[src/rtl/bootrom_copy_pkg.sv]
`default_nettype none
// ============================================================================
//  Module      : bootrom_copy_pkg
//  Description : Shared types for the boot ROM -> SRAM copy engine: FSM state
//                encoding, default word stride and the register-interface
//                request/response structs used by bootrom_subsystem.
//  Revision    : 1.0 - initial release
// ============================================================================
package bootrom_copy_pkg;

    typedef enum logic [1:0] {
        IDLE  = 2'd0,
        READ  = 2'd1,
        WRITE = 2'd2,
        DONE  = 2'd3
    } copy_state_e;

    localparam int unsigned c_data_width   = 32;
    localparam int unsigned c_stride_bytes = c_data_width / 8;

    typedef struct packed {
        logic        valid;
        logic        write;
        logic [63:0] addr;
        logic [31:0] wdata;
        logic [3:0]  wstrb;
    } reg_req_t;

    typedef struct packed {
        logic        ready;
        logic [31:0] rdata;
        logic        error;
    } reg_rsp_t;

endpackage
`default_nettype wire

[src/rtl/bootrom_copy_engine.sv]
`default_nettype none
// ============================================================================
//  Module      : bootrom_copy_engine
//  Description : Copies len_i words from boot ROM (register interface,
//                read-only master) into SRAM (OBI-style req/gnt, write-only)
//                one word at a time: READ a word, WRITE it, repeat.
//  Ports       : clk_i/rst_i        clock, synchronous active-high reset
//                start_i, src/dst/len  transfer command, sampled in IDLE only
//                busy_o/done_o/err_o   status (done is a 1-cycle pulse,
//                                      err is sticky until the next start)
//                reg_req_o/reg_rsp_i   ROM-side register interface
//                mem_*                 SRAM-side write port
//  Revision    : 1.0 - initial release
// ============================================================================
module bootrom_copy_engine
    import bootrom_copy_pkg::*;
#(
    parameter int unsigned SRC_ADDR_WIDTH = 64,
    parameter int unsigned DST_ADDR_WIDTH = 32,
    parameter int unsigned DATA_WIDTH     = 32,
    parameter int unsigned LEN_WIDTH      = 16,
    parameter type         REG_REQ_T      = reg_req_t,
    parameter type         REG_RSP_T      = reg_rsp_t
) (
    input  logic                      clk_i,
    input  logic                      rst_i,
    input  logic                      start_i,
    input  logic [SRC_ADDR_WIDTH-1:0] src_addr_i,
    input  logic [DST_ADDR_WIDTH-1:0] dst_addr_i,
    input  logic [LEN_WIDTH-1:0]      len_i,
    output logic                      busy_o,
    output logic                      done_o,
    output logic                      err_o,
    output REG_REQ_T                  reg_req_o,
    input  REG_RSP_T                  reg_rsp_i,
    output logic                      mem_req_o,
    input  logic                      mem_gnt_i,
    output logic                      mem_we_o,
    output logic [DATA_WIDTH/8-1:0]   mem_be_o,
    output logic [DST_ADDR_WIDTH-1:0] mem_addr_o,
    output logic [DATA_WIDTH-1:0]     mem_wdata_o
);

    localparam int unsigned c_stride = DATA_WIDTH / 8;

    copy_state_e               r_state;
    logic [SRC_ADDR_WIDTH-1:0] r_cur_src;
    logic [DST_ADDR_WIDTH-1:0] r_cur_dst;
    logic [LEN_WIDTH-1:0]      r_remaining;
    logic [DATA_WIDTH-1:0]     r_data_buf;
    logic                      r_err;
    logic                      r_busy;
    logic                      r_done;
    logic                      r_mem_req;
    REG_REQ_T                  r_reg_req;

    logic [SRC_ADDR_WIDTH-1:0] w_next_src;
    logic [DST_ADDR_WIDTH-1:0] w_next_dst;

    // Unsigned wrap-around is intentional: no error on address overflow.
    assign w_next_src = r_cur_src + SRC_ADDR_WIDTH'(c_stride);
    assign w_next_dst = r_cur_dst + DST_ADDR_WIDTH'(c_stride);

    // All request/status outputs are registered and updated on the same edge
    // as the state, so the bus sees a request in the first cycle of a state
    // and the request stays stable until it is accepted.
    always_ff @(posedge clk_i) begin
        if (rst_i) begin
            r_state     <= IDLE;
            r_cur_src   <= '0;
            r_cur_dst   <= '0;
            r_remaining <= '0;
            r_data_buf  <= '0;
            r_err       <= 1'b0;
            r_busy      <= 1'b0;
            r_done      <= 1'b0;
            r_mem_req   <= 1'b0;
            r_reg_req   <= '0;
        end else begin
            r_done <= 1'b0;
            case (r_state)
                IDLE: begin
                    if (start_i) begin
                        r_cur_src   <= src_addr_i;
                        r_cur_dst   <= dst_addr_i;
                        r_remaining <= len_i;
                        r_err       <= 1'b0;
                        r_busy      <= 1'b1;
                        if (len_i == '0) begin
                            r_state <= DONE;
                            r_done  <= 1'b1;
                        end else begin
                            r_state         <= READ;
                            r_reg_req.valid <= 1'b1;
                            r_reg_req.addr  <= src_addr_i;
                        end
                    end
                end
                READ: begin
                    if (reg_rsp_i.ready) begin
                        r_reg_req.valid <= 1'b0;
                        if (reg_rsp_i.error) begin
                            // A failed read aborts the copy; nothing is written.
                            r_err   <= 1'b1;
                            r_state <= DONE;
                            r_done  <= 1'b1;
                        end else begin
                            r_data_buf <= reg_rsp_i.rdata;
                            r_mem_req  <= 1'b1;
                            r_state    <= WRITE;
                        end
                    end
                end
                WRITE: begin
                    if (mem_gnt_i) begin
                        r_mem_req   <= 1'b0;
                        r_cur_src   <= w_next_src;
                        r_cur_dst   <= w_next_dst;
                        r_remaining <= r_remaining - LEN_WIDTH'(1);
                        if (r_remaining == LEN_WIDTH'(1)) begin
                            r_state <= DONE;
                            r_done  <= 1'b1;
                        end else begin
                            r_state         <= READ;
                            r_reg_req.valid <= 1'b1;
                            r_reg_req.addr  <= w_next_src;
                        end
                    end
                end
                DONE: begin
                    r_busy  <= 1'b0;
                    r_state <= IDLE;
                end
                default: r_state <= IDLE;
            endcase
        end
    end

    assign busy_o      = r_busy;
    assign done_o      = r_done;
    assign err_o       = r_err;
    assign reg_req_o   = r_reg_req;
    assign mem_req_o   = r_mem_req;
    assign mem_we_o    = r_mem_req;
    assign mem_be_o    = {(DATA_WIDTH/8){r_mem_req}};
    // Destination pointer only advances on grant, so it doubles as the
    // stable write address while a request is pending.
    assign mem_addr_o  = r_cur_dst;
    assign mem_wdata_o = r_data_buf;

endmodule
`default_nettype wire

[config.mk]
export PLATFORM = sky130hd
export DESIGN_NAME = bootrom_copy_engine
export DESIGN_NICKNAME = d
export VERILOG_FILES = /design/src/rtl/bootrom_copy_pkg.sv /design/src/rtl/bootrom_copy_engine.sv
export SDC_FILE = /design/constraint.sdc
export NUM_CORES = 1
export LEC_CHECK = 0
export ABC_AREA = 0
export ABC_CLOCK_PERIOD_IN_PS = 3100
export CAP_MARGIN = 10
export CELL_PAD_IN_SITES_DETAIL_PLACEMENT = 1
export CELL_PAD_IN_SITES_GLOBAL_PLACEMENT = 1
export CORE_UTILIZATION = 25
export CTS_BUF_LIST = sky130_fd_sc_hd__clkbuf_8
export CTS_CLUSTER_SIZE = 14
export DETAILED_ROUTE_END_ITERATION = 10
export GPL_ROUTABILITY_DRIVEN = 0
export GPL_TIMING_DRIVEN = 0
export PLACE_DENSITY = 0.69
export SETUP_SLACK_MARGIN = 0.5
export SLEW_MARGIN = 20
export SYNTH_ARGS = -nofsm -noshare
export SYNTH_HDL_FRONTEND = slang
export SYNTH_SLANG_ARGS = --single-unit
[constraint.sdc]
create_clock -name clk_i -period 3.1 [get_ports clk_i]
set_clock_uncertainty 0.2 [all_clocks]
set_input_delay 0.62 -clock clk_i [delete_from_list [all_inputs] [get_ports clk_i]]
set_output_delay 0.62 -clock clk_i [all_outputs]
set_load 0.01 [all_outputs]
### Yosys cells after proc, flatten, opt, wreduce, memory -nomap -nowiden

Index checks and enable logic that the tools add are counted.

| cells by class | value |
|---|---|
| div/mod/pow operators | 0 |
| shifts and indexed selects | 0 |
| equal/unequal tests | 11 |
| muxes and demuxes | 44 |
| $lt $le $gt $ge | 0 |
| $mul | 0 |
| bitwise operators | 1 |
| $add $sub $neg | 3 |
| reduce and logical (&&, ||, !) cells | 15 |

Operator list:

| kind | number |
|---|---|
| $mux W64 | 6 |
| $pmux W64 S2 | 2 |
| $add A64 B3 Y64 const B | 1 |
| $mux W32 | 2 |
| $pmux W32 S2 | 1 |
| $add A32 B3 Y32 const B | 1 |
| $mux W16 | 2 |
| $pmux W16 S2 | 1 |
| $mux W1 | 19 |
| $eq A16 B1 Y1 const B | 1 |
| $logic_not A16 Y1 | 1 |
| $sub A16 B1 Y16 const B | 1 |
| $ne A2 B2 Y1 const B | 7 |
| $mux W2 | 5 |
| $reduce_and A3 Y1 | 3 |
| $pmux W2 S4 | 1 |
| $reduce_and A4 Y1 | 2 |
| $reduce_bool A2 Y1 | 4 |
| $pmux W1 S2 | 3 |
| $pmux W1 S3 | 2 |
| $reduce_and A6 Y1 | 1 |
| $reduce_and A5 Y1 | 1 |
| $eq A2 B2 Y1 const B | 2 |
| $reduce_bool A3 Y1 | 1 |
| 4 further kinds | 4 |

| storage, ports and cells | value |
|---|---|
| ROM bits | 0 |
| latch bits | 0 |
| memories | 0 |
| memory bits (writable) | 0 |
| output and inout port bits | 175 |
| bits of input ports | 150 |
| word-level logic and storage cells | 85 |
| flip-flop bits (word level) | 215 |

### Depth between registers and ports, before layout

Gate-level depths: netlist (run 1).

| depth | value |
|---|---|
| word-level depth | 4 |
| depth in mapped cells | 11 |
| gate-level depth less buffers | 8 |

### Worst setup path after synthesis (run 1)

No wires, ideal clock.

| path | value |
|---|---|
| kind | register to register |
| start point | register r_cur_src[2] |
| end point | register r_reg_req, in the netlist reg_req_o[94] |
| clock period less this slack | 2788 ps |
| buffers on the path | 1 |
| data arrival time | 2514 ps |
| data required time | 2826 ps |
| stages on the path, launching flop included | 9 |
| path slack | 312 ps |
| library setup time | 74 ps |
| cell sequence | dfxtp_1 > ha_1 > nand4_2 > nor3_4 > nand2_4 > or4_1 > buf_2 > or4_4 > a31oi_1 |

| on the way | value |
|---|---|
| word-level cells in the longest chain between the ends | 4 |

RTL lines:

| item | line | source |
|---|---|---|
| start: declaration | bootrom_copy_engine.sv:47 | `logic [SRC_ADDR_WIDTH-1:0] r_cur_src;` |
| start signal: assignment | bootrom_copy_engine.sv:84 | `r_cur_src <= src_addr_i;` |
| start signal: assignment | bootrom_copy_engine.sv:117 | `r_cur_src <= w_next_src;` |
| $add A64 B3 Y64 | bootrom_copy_engine.sv:61 | `assign w_next_src = r_cur_src + SRC_ADDR_WIDTH'(c_stride);` |
| $mux W64 | bootrom_copy_engine.sv:120 | `if (r_remaining == LEN_WIDTH'(1)) begin` |
| $mux W64 | bootrom_copy_engine.sv:115 | `if (mem_gnt_i) begin` |
| $pmux W64 S2 | bootrom_copy_engine.sv:81 | `case (r_state)` |
| end: declaration | bootrom_copy_engine.sv:55 | `REG_REQ_T r_reg_req;` |

No other way between the ends. The select of a mux whose other input is x is not followed.
A chain may end at the register's enable or synchronous reset.

### Worst setup path in the final report (run 1)

| path | value |
|---|---|
| start point | register r_cur_src[25] |
| end point | register r_cur_src[42] |

| on the way | value |
|---|---|
| word-level cells in the longest chain between the ends | 3 |

RTL lines:

| item | line |
|---|---|
| $add A64 B3 Y64 | bootrom_copy_engine.sv:61 |
| $mux W64 | bootrom_copy_engine.sv:115 |
| $pmux W64 S2 | bootrom_copy_engine.sv:81 |

No other way between the ends. The select of a mux whose other input is x is not followed.

==> out/metrics.csv, run 1 <==
metric;value;unit
status;completed;
Iter 0 DRT Violations;1216;
area delta synth->final;50.24;%
Buffers on Ports;287;
EDFF count, synth;0;
YS warnings;0;
top cells by area, synth;dfxtp_1 38%, nand2_1 7.9%, a21oi_1 6.1%, o21ai_0 4.7%, nor2_1 4.2%;
critical-path maximum fanout;7;
crit path capture type;register;
Min-Delay Path Class;reg2reg;
maximum clock path buffer count;3;
core area;44510;µm²
Worst-Margin Slew;0.9840;ns
Fillers;5412;
CP arrival;2.95;ns
WL per Instance;24.25;µm
sw frac;38.31;%
width of the die;215.2;µm
Max Freq;384.6;MHz
clk root buf;clkbuf_8;
post-layout util;38.34;%
met2 wire length;27930;µm
I/O Pins;325;
clock share of power;30.3;%
share of cells above drive strength 1;18.67;%
CTS H-tree lvls;2;
number of clock sinks;215;
Skew-Pair Late Insertion Delay;0.63;ns
Initial Util;25.52;%
Max VDD drop;343.9;µV
first-pass GRT wire length;89360;µm
Die Y;215.2;µm
antenna violations before repair;1;
M1 WL;25590;µm
pwr/cell area;561.1;nW/µm²
DRC;0;
P_sw;3669;µW
cell internal pwr;5907;µW
final WL;61790;µm
Synth top area share;37.89;%
Synth area leader;dfxtp_1;
area of the multi-input gates;6855;µm²
DR top layer;met4;
Seq pwr share;37.4;%
sequential element share of the synthesized area;37.89;%
Cells after Synth;1515;
worst path required time;3.45;ns
die area;46300;µm²
Avg Vias per Cell;5.467;
final worst path period need;2.600;ns
RSZ-0062 raised after global routing;true;
Yosys cell types;68;
final hold vios;0;
Worst setup SP type;register;
Async SR Flop Fraction;0;%
TritonCTS clock tree;done;
critical path class;reg2reg;
Final Cycle Share;83.88;%
Top FF cell, synth;dfxtp_1;
largest net degree at the start of global routing;12;
antenna-violating nets left;0;
Clock Pin Slew Worst Setup and Hold Paths;0.07;ns
Slew Limit Fails;0;
register area;4384;µm²
vias in the first global route;13970;
detailed placement HPWL;45090;µm
cts bufs inserted;42;
Max Cap Viol;0;
final hold slack;0.2561;ns
router iterations before antenna repair;5;
Final setup viols;0;
row count;77;
Combinational Power Share;32.3;%
gr usage total;25.59;%
P_leak;0.006310;µW
Post-layout nets;2082;
total grt overflow;0;
via count;13929;
Relative slew margins;34.16;%
met3 routed WL;5023;µm
Mean Syn Cell Area;7.498;µm²
Yosys reg bits;215;
Syn Std Cell Area;11360;µm²
-- layout make-up --
cell class                 instances  share of cell area, %
antenna                            1                0.01466
buffer                           157                  5.718
clock buffer                      50                  4.032
clock inverter                    21                 0.6745
inverter                          21                 0.4619
multi-input combinational       1158                  40.17
sequential                       215                  25.69
tap                              592                  4.340
timing repair buffer             333                  18.90
-- critical path, stage by stage (launching register included) --
cell     delay (ns)
dfxtp_2        0.42
and3_2         0.28
nand4_1        0.38
or3_4          0.47
or4_4          0.44
a31oi_4        0.21
a21o_1         0.14
-- power groups by stage --
stage	logic, µW	registers [µW]	clock network, µW
after CTS	2960	3540	2950
after global placement	2810	3560	0
after floorplan	1340	3550	0
after detailed placement	2850	3580	0
after global routing	3260	3620	3070
final	3090	3580	2900
-- cell families after synthesis --
| logic type | Yosys count | synth area share (%) |
|---|---|---|
| other | 1 | 0.03301 |
| xor gates and xnor gates | 36 | 2.776 |
| buffers and inverters | 178 | 7.347 |
| adders and majority gates | 4 | 0.4406 |
| and+or+nand+nor | 645 | 27.43 |
| muxes | 10 | 0.8812 |
| DFF | 215 | 37.89 |
| AOI/OAI and AO/OA | 426 | 23.21 |
-- sequential cells by signal, indices dropped and copies added, names as in the netlist --
signal / flops
r_cur_src: 64
mem_wdata_o: 32
done_o: 1
err_o: 1
mem_req_o: 1
r_remaining: 16
mem_addr_o: 32
reg_req_o: 65
busy_o: 1
r_state: 2
-- cell usage after synthesis (all sizes together) (8+ instances only) --
library cell and count:
nand2 240, dfxtp 215, a21oi 139, nor2 128, o21ai 108, clkbuf 91, nand3 90, buf 66
nand4 35, nor3 34, nor4 26, o41ai 26, xnor2 26, a31oi 23, a211oi 21, inv 21
and3 18, o22ai 16, a22oi 13, and4 13, or3 13, or4 12, and2 10, mux2i 10
o31ai 10, xor2 10, a21o 9, a211o 8
-- through the flow --
stage / setup slack, ns / power (µW) / cells / setup TNS, ns / area (µm²)
6_report: 0.4998 / 9575 / 2548 / 0 / 17070
5_1_grt: 0.4030 / 9956 / 2548 / 0 / 17070
4_1_cts: 0.4639 / 9446 / 2528 / 0 / 16530
3_5_place_dp: -1.065 / 6437 / 2430 / -103.28 / 15160
3_3_place_gp: -0.9472 / 6368 / 2430 / -94.31 / 15160
2_1_floorplan: 0.5063 / 4886 / 1551 / 0 / 11540
-- layout by cell type, fill, tap and decap left out, drive strengths merged, types with 6 or more instances in the layout --
cell,n
nor2,128
and2,10
a211o,8
and4,13
a21o,9
o32ai,6
o41ai,26
a22o,6
mux2i,10
xor2,10
and3,18
o211ai,6
dfxtp,215
clkbuf,138
o22ai,16
a311oi,6
nand3,90
nor4,26
conb,37
a22oi,13
o21ai,108
a31oi,23
inv,41
nand2,240
or4,12
xnor2,26
buf,114
nor3,34
nand4,35
or3,13
clkdlybuf4s50,287
a221oi,6
o31ai,10
a211oi,21
nor2b,6
a21oi,139
-- timing repair --
action | in CTS | in global routing
setup buffers | 27 | 19
endpoints found under the setup margin | 218 | 195
pin swaps | 23 | 30
hold buffers | 0 | 0
resized for setup | 152 | 148
-- path summary, 6_finish.rpt --
path / cells after the start / slack, ns / startpoint / to
worst min-delay path: 2 / 0.26 / mem_wdata_o[19]$_SDFFE_PP0P_ / mem_wdata_o[19]$_SDFFE_PP0P_
worst min register to register: 2 / 0.26 / mem_wdata_o[19]$_SDFFE_PP0P_ / mem_wdata_o[19]$_SDFFE_PP0P_
worst max register to register: 6 / 0.50 / r_cur_src[25]$_SDFFE_PP0P_ / r_cur_src[42]$_SDFFE_PP0P_
worst max-delay path: 6 / 0.50 / r_cur_src[25]$_SDFFE_PP0P_ / r_cur_src[42]$_SDFFE_PP0P_
-- metal layers --
metal  GRT usage, %  vias to the layer above
met5              0                        -
met2          40.68                      683
met1          32.48                     6836
met3          5.308                      161
met4          13.38                        0
li1               -                     6249
Power figures use the tool's default switching activity.
==> inputs of run 2 (changes only) <==
--- a/config.mk
+++ b/config.mk
@@ -6,7 +6,7 @@
 export NUM_CORES = 1
 export LEC_CHECK = 0
 export ABC_AREA = 0
-export ABC_CLOCK_PERIOD_IN_PS = 3100
+export ABC_CLOCK_PERIOD_IN_PS = 2550
 export CAP_MARGIN = 10
 export CELL_PAD_IN_SITES_DETAIL_PLACEMENT = 1
 export CELL_PAD_IN_SITES_GLOBAL_PLACEMENT = 1
==> constraint.sdc (replaced) <==
create_clock -name clk_i -period 2.55 [get_ports clk_i]
set_clock_uncertainty 0.2 [all_clocks]
set_input_delay 0.51 -clock clk_i [delete_from_list [all_inputs] [get_ports clk_i]]
set_output_delay 0.51 -clock clk_i [all_outputs]
set_load 0.01 [all_outputs]
==> out/metrics.csv, run 2 (synthesis results as in run 1) <==
metric;value;unit;change
status;finished with violations;;was completed
failing checks;setup timing;;
Worst setup SP type;register;;unchanged
share of cells above drive strength 1;35.66;%;was 18.67%
Clock Pin Slew Worst Setup and Hold Paths;0.07;ns;about the same
antenna-violating nets left;0;;unchanged
Iter 0 DRT Violations;1236;;was 1,216
CP arrival;2.95;ns;about the same
WL per Instance;26.25;µm;was 24.25 µm
vias in the first global route;15031;;was 13,970
crit path capture type;register;;unchanged
commonest non-fill, non-tap cell in the layout;nand2_1;;was clkdlybuf4s50_1
P_leak;0.009815;µW;was 0.006310 µW
Die Y;215.2;µm;unchanged
Max Freq;383.5;MHz;was 384.6 MHz
Skew-Pair Late Insertion Delay;0.62;ns;was 0.63 ns
final hold vios;0;;unchanged
I/O Pins;325;;unchanged
Worst Path Buf+Inv;0;;unchanged
Final Worst Setup Slack;-0.05753;ns;was 0.4998 ns
Slew Limit Fails;0;;unchanged
router iterations before antenna repair;5;;unchanged
RSZ-0062 raised after global routing;true;;unchanged
cts bufs inserted;42;;unchanged
post-layout util;46.56;%;was 38.34%
Max VDD drop;279.6;µV;was 343.9 µV
width of the die;215.2;µm;unchanged
row count;77;;unchanged
Worst-Margin Slew;0.9512;ns;was 0.9840 ns
Relative slew margins;36.59;%;was 34.16%
final worst path period need;2.608;ns;was 2.600 ns
clk root buf;clkbuf_8;;unchanged
Final setup viols;3;;was 0
Initial Util;25.52;%;unchanged
Buffers on Ports;287;;unchanged
first-pass GRT wire length;96490;µm;was 89,360 µm
number of clock sinks;215;;unchanged
worst path required time;2.89;ns;was 3.45 ns
Layout Cells excl Fill;2669;;was 2,548
TritonCTS clock tree;done;;unchanged
Fillers;5084;;was 5,412
Worst path max stage delay;0.59;ns;was 0.47 ns
critical-path maximum fanout;8;;was 7
worst-path cell chain;nand4_1 -> nor3_1 -> and4_1 -> nand3_2 -> or3_1 -> a31oi_1;;was and3_2 -> nand4_1 -> or3_4 -> or4_4 -> a31oi_4 -> a21o_1
CTS H-tree lvls;2;;unchanged
critical path class;reg2reg;;unchanged
CP delay by family, top;simple AND/OR/NAND/NOR gates;;unchanged
most frequent cells in the layout;207 x nand2_1, 166 x clkdlybuf4s50_1, 148 x buf_4;;was 287 x clkdlybuf4s50_1, 235 x nand2_1, 173 x dfxtp_1
die area;46300;µm²;unchanged
max reg flops;65;;unchanged
core area;44510;µm²;unchanged
Min-Delay Path Class;in2reg;;was reg2reg
Avg Vias per Cell;5.670;;was 5.467
final WL;70070;µm;was 61,790 µm
hold_buf cts;0;;unchanged
dpl cells;2430;;unchanged
DRC;0;;unchanged
Final Power;13010;µW;was 9575 µW
area delta synth->final;82.42;%;was 50.24%
Post-layout nets;2200;;was 2,082
slowest CP cell;dfxtp_1;;was or3_4
setup TNS;-0.1006;ns;was 0 ns
gr usage total;27.71;%;was 25.59%
Max Cap Viol;0;;unchanged
maximum clock path buffer count;3;;unchanged
antenna violations before repair;4;;was 1
Final Cycle Share;102.3;%;was 83.88%
total grt overflow;0;;unchanged
via count;15132;;was 13,929
largest net degree at the start of global routing;11;;was 12
pwr/cell area;628.0;nW/µm²;was 561.1 nW/µm²
detailed placement HPWL;45390;µm;was 45,090 µm
## run 2: cell types whose count changed in the layout (fill, tap and decap cells not counted), sizes merged, moves of 3 or more
cell / previous run / this run
clkbuf: 138 / 135
clkinv: 0 / 4
dlymetal6s2s: 0 / 115
clkdlybuf4s50: 287 / 166
buf: 114 / 237
dlygate4sd2: 0 / 5
inv: 41 / 38
## run 2: worst min-delay path, delay by kind of cell
family | cells | cell delay, ns
buffers and inverters | 1 | 0.16
AOI/OAI and AO/OA | 2 | 0.13
and+or+nand+nor | 2 | 0.14
## run 2: metrics by stage
step	hold WS, ns	cell area, µm²	setup WS, ns
after floorplan	0.2366	12110	0.1148
after global placement	0.2423	15720	-1.213
after detailed placement	0.2475	15720	-1.245
after CTS	0.2064	18940	0.006648
after global routing	0.2196	20720	-0.06802
final	0.2058	20720	-0.05753
## run 2: per-layer routing
metal | routed length (µm) | GRT usage (%)
met5 | 11 | 0
met3 | 5875 | 5.039
met1 | 27830 | 35.01
met4 | 4804 | 17.57
met2 | 31550 | 43.40
## run 2: worst paths after layout
kind	slack [ns]	endpoint	from	cells after the start
setup / recovery	-0.06	r_cur_src[61]$_SDFFE_PP0P_	r_cur_src[54]$_SDFFE_PP0P_	6
hold / removal	0.21	r_remaining[6]$_SDFFE_PP0P_	len_i[6]	5
setup reg to reg	-0.06	r_cur_src[61]$_SDFFE_PP0P_	r_cur_src[54]$_SDFFE_PP0P_	6
hold reg to reg	0.25	mem_wdata_o[8]$_SDFFE_PP0P_	mem_wdata_o[8]$_SDFFE_PP0P_	2
## run 2: final cells by class
| type | count | area (µm²) | share of cell area [%] |
|---|---|---|---|
| Inverter | 21 | 78.83 | 0.3804 |
| Antenna cell | 2 | 5.005 | 0.02415 |
| Buffer | 157 | 1513 | 7.300 |
| Sequential cell | 215 | 4497 | 21.70 |
| Tap cell | 592 | 740.7 | 3.574 |
| Clock buffer | 50 | 688.2 | 3.321 |
| Multi-Input combinational cell | 1158 | 8293 | 40.02 |
| Clock inverter | 23 | 121.4 | 0.5857 |
| Timing Repair Buffer | 451 | 4786 | 23.10 |
## run 2: report_power, final
part	internal, µW	leakage (µW)	switching, µW	total [µW]
combinational	2220	0.00753	2860	5080
sequential	3840	0.00180	576	4420
clock	1870	0.000480	1650	3520
total	7920	0.00981	5090	13000
## run 2: what timing repair did
action                     CTS  global route
setup endpoints to repair  353           347
gates resized for setup    422           397
setup buffers               98            54
pin swaps                  103           147
cloned                      12             0
==> inputs of run 3 (changes only) <==
--- a/config.mk
+++ b/config.mk
@@ -6,17 +6,18 @@
 export NUM_CORES = 1
 export LEC_CHECK = 0
 export ABC_AREA = 0
-export ABC_CLOCK_PERIOD_IN_PS = 2550
+export ABC_CLOCK_PERIOD_IN_PS = 2340
 export CAP_MARGIN = 10
 export CELL_PAD_IN_SITES_DETAIL_PLACEMENT = 1
 export CELL_PAD_IN_SITES_GLOBAL_PLACEMENT = 1
 export CORE_UTILIZATION = 25
 export CTS_BUF_LIST = sky130_fd_sc_hd__clkbuf_8
+export CTS_CLUSTER_DIAMETER = 80
 export CTS_CLUSTER_SIZE = 14
 export DETAILED_ROUTE_END_ITERATION = 10
 export GPL_ROUTABILITY_DRIVEN = 0
 export GPL_TIMING_DRIVEN = 0
-export PLACE_DENSITY = 0.69
+export PLACE_DENSITY = 0.71
 export SETUP_SLACK_MARGIN = 0.5
 export SLEW_MARGIN = 20
 export SYNTH_ARGS = -nofsm -noshare
==> constraint.sdc (replaced) <==
create_clock -name clk_i -period 2.34 [get_ports clk_i]
set_clock_uncertainty 0.2 [all_clocks]
set_input_delay 0.468 -clock clk_i [delete_from_list [all_inputs] [get_ports clk_i]]
set_output_delay 0.468 -clock clk_i [all_outputs]
set_load 0.01 [all_outputs]
==> out/metrics.csv, run 3 (synthesis results as in run 1) <==
metric;value;unit;change
Slew Limit Fails;0;;unchanged
clock share of power;17.1;%;was 27.1%
Final setup viols;94;;was 3
DRC;0;;unchanged
critical path class;reg2reg;;unchanged
TritonCTS clock tree;done;;unchanged
router iterations before antenna repair;8;;was 5
critical-path maximum fanout;5;;was 8
Avg Vias per Cell;5.895;;was 5.670
Seq pwr share;36.6;%;was 33.9%
CTS H-tree lvls;1;;was 2
Final Cycle Share;118.7;%;was 102.3%
RSZ-0062 raised after global routing;true;;unchanged
most frequent cells in the layout;207 x nand2_1, 168 x clkdlybuf4s50_1, 158 x buf_4;;was 207 x nand2_1, 166 x clkdlybuf4s50_1, 148 x buf_4
Max Cap Viol;0;;unchanged
share of cells above drive strength 1;40.94;%;was 35.66%
Buffers on Ports;287;;unchanged
area delta synth->final;86.18;%;was 82.42%
Worst setup SP type;register;;unchanged
antenna violations before repair;6;;was 4
final hold slack;0.2325;ns;was 0.2058 ns
P_sw;5520;µW;was 5091 µW
I/O Pins;325;;unchanged
Relative slew margins;41.20;%;was 36.59%
row count;77;;unchanged
number of clock sinks;215;;unchanged
crit path capture type;register;;unchanged
cell internal pwr;7762;µW;was 7924 µW
gr usage total;28.76;%;was 27.71%
worst path required time;2.62;ns;was 2.89 ns
Min-Delay Path Class;in2reg;;unchanged
status;finished with violations;;unchanged
antenna-violating nets left;0;;unchanged
total grt overflow;0;;unchanged
Max Freq;360.0;MHz;was 383.5 MHz
Clock Pin Slew Worst Setup and Hold Paths;0.13;ns;was 0.07 ns
maximum clock path buffer count;3;;unchanged
Max VDD drop;390.9;µV;was 279.6 µV
core area;44510;µm²;unchanged
DP Area;15850;µm²;was 15,720 µm²
commonest non-fill, non-tap cell in the layout;nand2_1;;unchanged
final WL;76100;µm;was 70,070 µm
cell area after layout;21150;µm²;was 20,720 µm²
vias in the first global route;15530;;was 15,031
final worst path period need;2.778;ns;was 2.608 ns
cts bufs inserted;19;;was 42
Initial Util;25.52;%;unchanged
Skew-Pair Late Insertion Delay;0.60;ns;was 0.62 ns
via count;15752;;was 15,132
WL per Instance;28.48;µm;was 26.25 µm
CP arrival;3.05;ns;was 2.95 ns
setup TNS;-16.88;ns;was -0.1006 ns
die area;46300;µm²;unchanged
pwr/cell area;628.1;nW/µm²;was 628.0 nW/µm²
Combinational Power Share;46.2;%;was 39.0%
max reg flops;65;;unchanged
pre-CTS setup slack;-1.075;ns;was -1.245 ns
largest net degree at the start of global routing;16;;was 11
Iter 0 DRT Violations;1580;;was 1,236
clk root buf;clkbuf_8;;unchanged
final hold vios;0;;unchanged
sw frac;41.56;%;was 39.12%
Worst-Margin Slew;0.8820;ns;was 0.9512 ns
Post-layout nets;2223;;was 2,200
width of the die;215.2;µm;unchanged
P_leak;0.009386;µW;was 0.009815 µW
failing checks;setup timing;;unchanged
Fillers;5043;;was 5,084
first-pass GRT wire length;101000;µm;was 96,490 µm
Final Worst Setup Slack;-0.4378;ns;was -0.05753 ns
detailed placement HPWL;45630;µm;was 45,390 µm
Die Y;215.2;µm;unchanged
[run 3: changes by cell type in the layout (fill, tap and decap cells not counted), sizes merged, moves of 3 or more]
cell	change
clkinv	-3
buf	+48
clkbuf	+10
inv	-11
dlymetal6s2s	-48
[run 3: what timing repair did]
item	4_1_cts	5_1_grt
gates cloned	20	1
pin swaps	131	138
buffers inserted	127	62
endpoints found under the setup margin	353	349
hold endpoints to repair	0	0
hold buffers	0	0
gates resized for setup	545	431
[run 3: final cells by class]
type	instances	area, µm²	share of cell area [%]
Multi-Input combinational cell	1158	8502	40.20
Timing Repair Buffer	497	5162	24.41
Sequential cell	215	4507	21.31
Buffer	157	1834	8.673
Tap cell	592	740.7	3.502
Clock buffer	20	275.3	1.302
Inverter	21	78.83	0.3727
Clock inverter	8	38.79	0.1834
Antenna cell	4	10.01	0.04733
[run 3: final timing paths]
| kind | startpoint | to | slack, ns | cells after the start |
|---|---|---|---|---|
| hold reg to reg | reg_req_o[46]$_SDFFE_PP0P_ | reg_req_o[46]$_SDFFE_PP0P_ | 0.26 | 2 |
| setup reg to reg | r_cur_src[36]$_SDFFE_PP0P_ | r_cur_src[45]$_SDFFE_PP0P_ | -0.44 | 9 |
| hold / removal | reg_rsp_i[18] | mem_wdata_o[17]$_SDFFE_PP0P_ | 0.23 | 3 |
| setup / recovery | r_cur_src[36]$_SDFFE_PP0P_ | r_cur_src[45]$_SDFFE_PP0P_ | -0.44 | 9 |
[run 3: routing by layer]
metal  GRT usage (%)  part of all wire [%]  vias up
li1                -                     -     6525
met1           35.52                    37     7618
met2           45.20                    43     1159
met3           6.044                    10      446
met4           18.72                   9.0        4
met5               0                 0.062        -
[run 3: metrics by stage]
stage               utilization [%]  power [µW]  instances
floorplan                         -        6725       1551
global placement              35.60        8733       2430
detailed placement            35.60        8825       2430
CTS                           43.78       12470       2605
global route                  47.50       13580       2669
finish                        47.52       13280       2672
[run 3: critical path, cell delays in order (launching register included)]
cell and delay [ns]:
dfxtp_1 0.50, and2_1 0.29, nand4_1 0.17, buf_4 0.18, or4_4 0.60, buf_6 0.17, buf_6 0.11, nor3_4 0.13
nor3_2 0.09, o32ai_1 0.21
[run 3: power groups by stage]
stage / Sequential [µW] / Combinational (µW) / Clock (µW)
after floorplan: 4740 / 1990 / 0
after global placement: 4760 / 3970 / 0
after detailed placement: 4790 / 4030 / 0
after CTS: 4750 / 5460 / 2270
after global routing: 4900 / 6300 / 2390
final: 4870 / 6140 / 2280
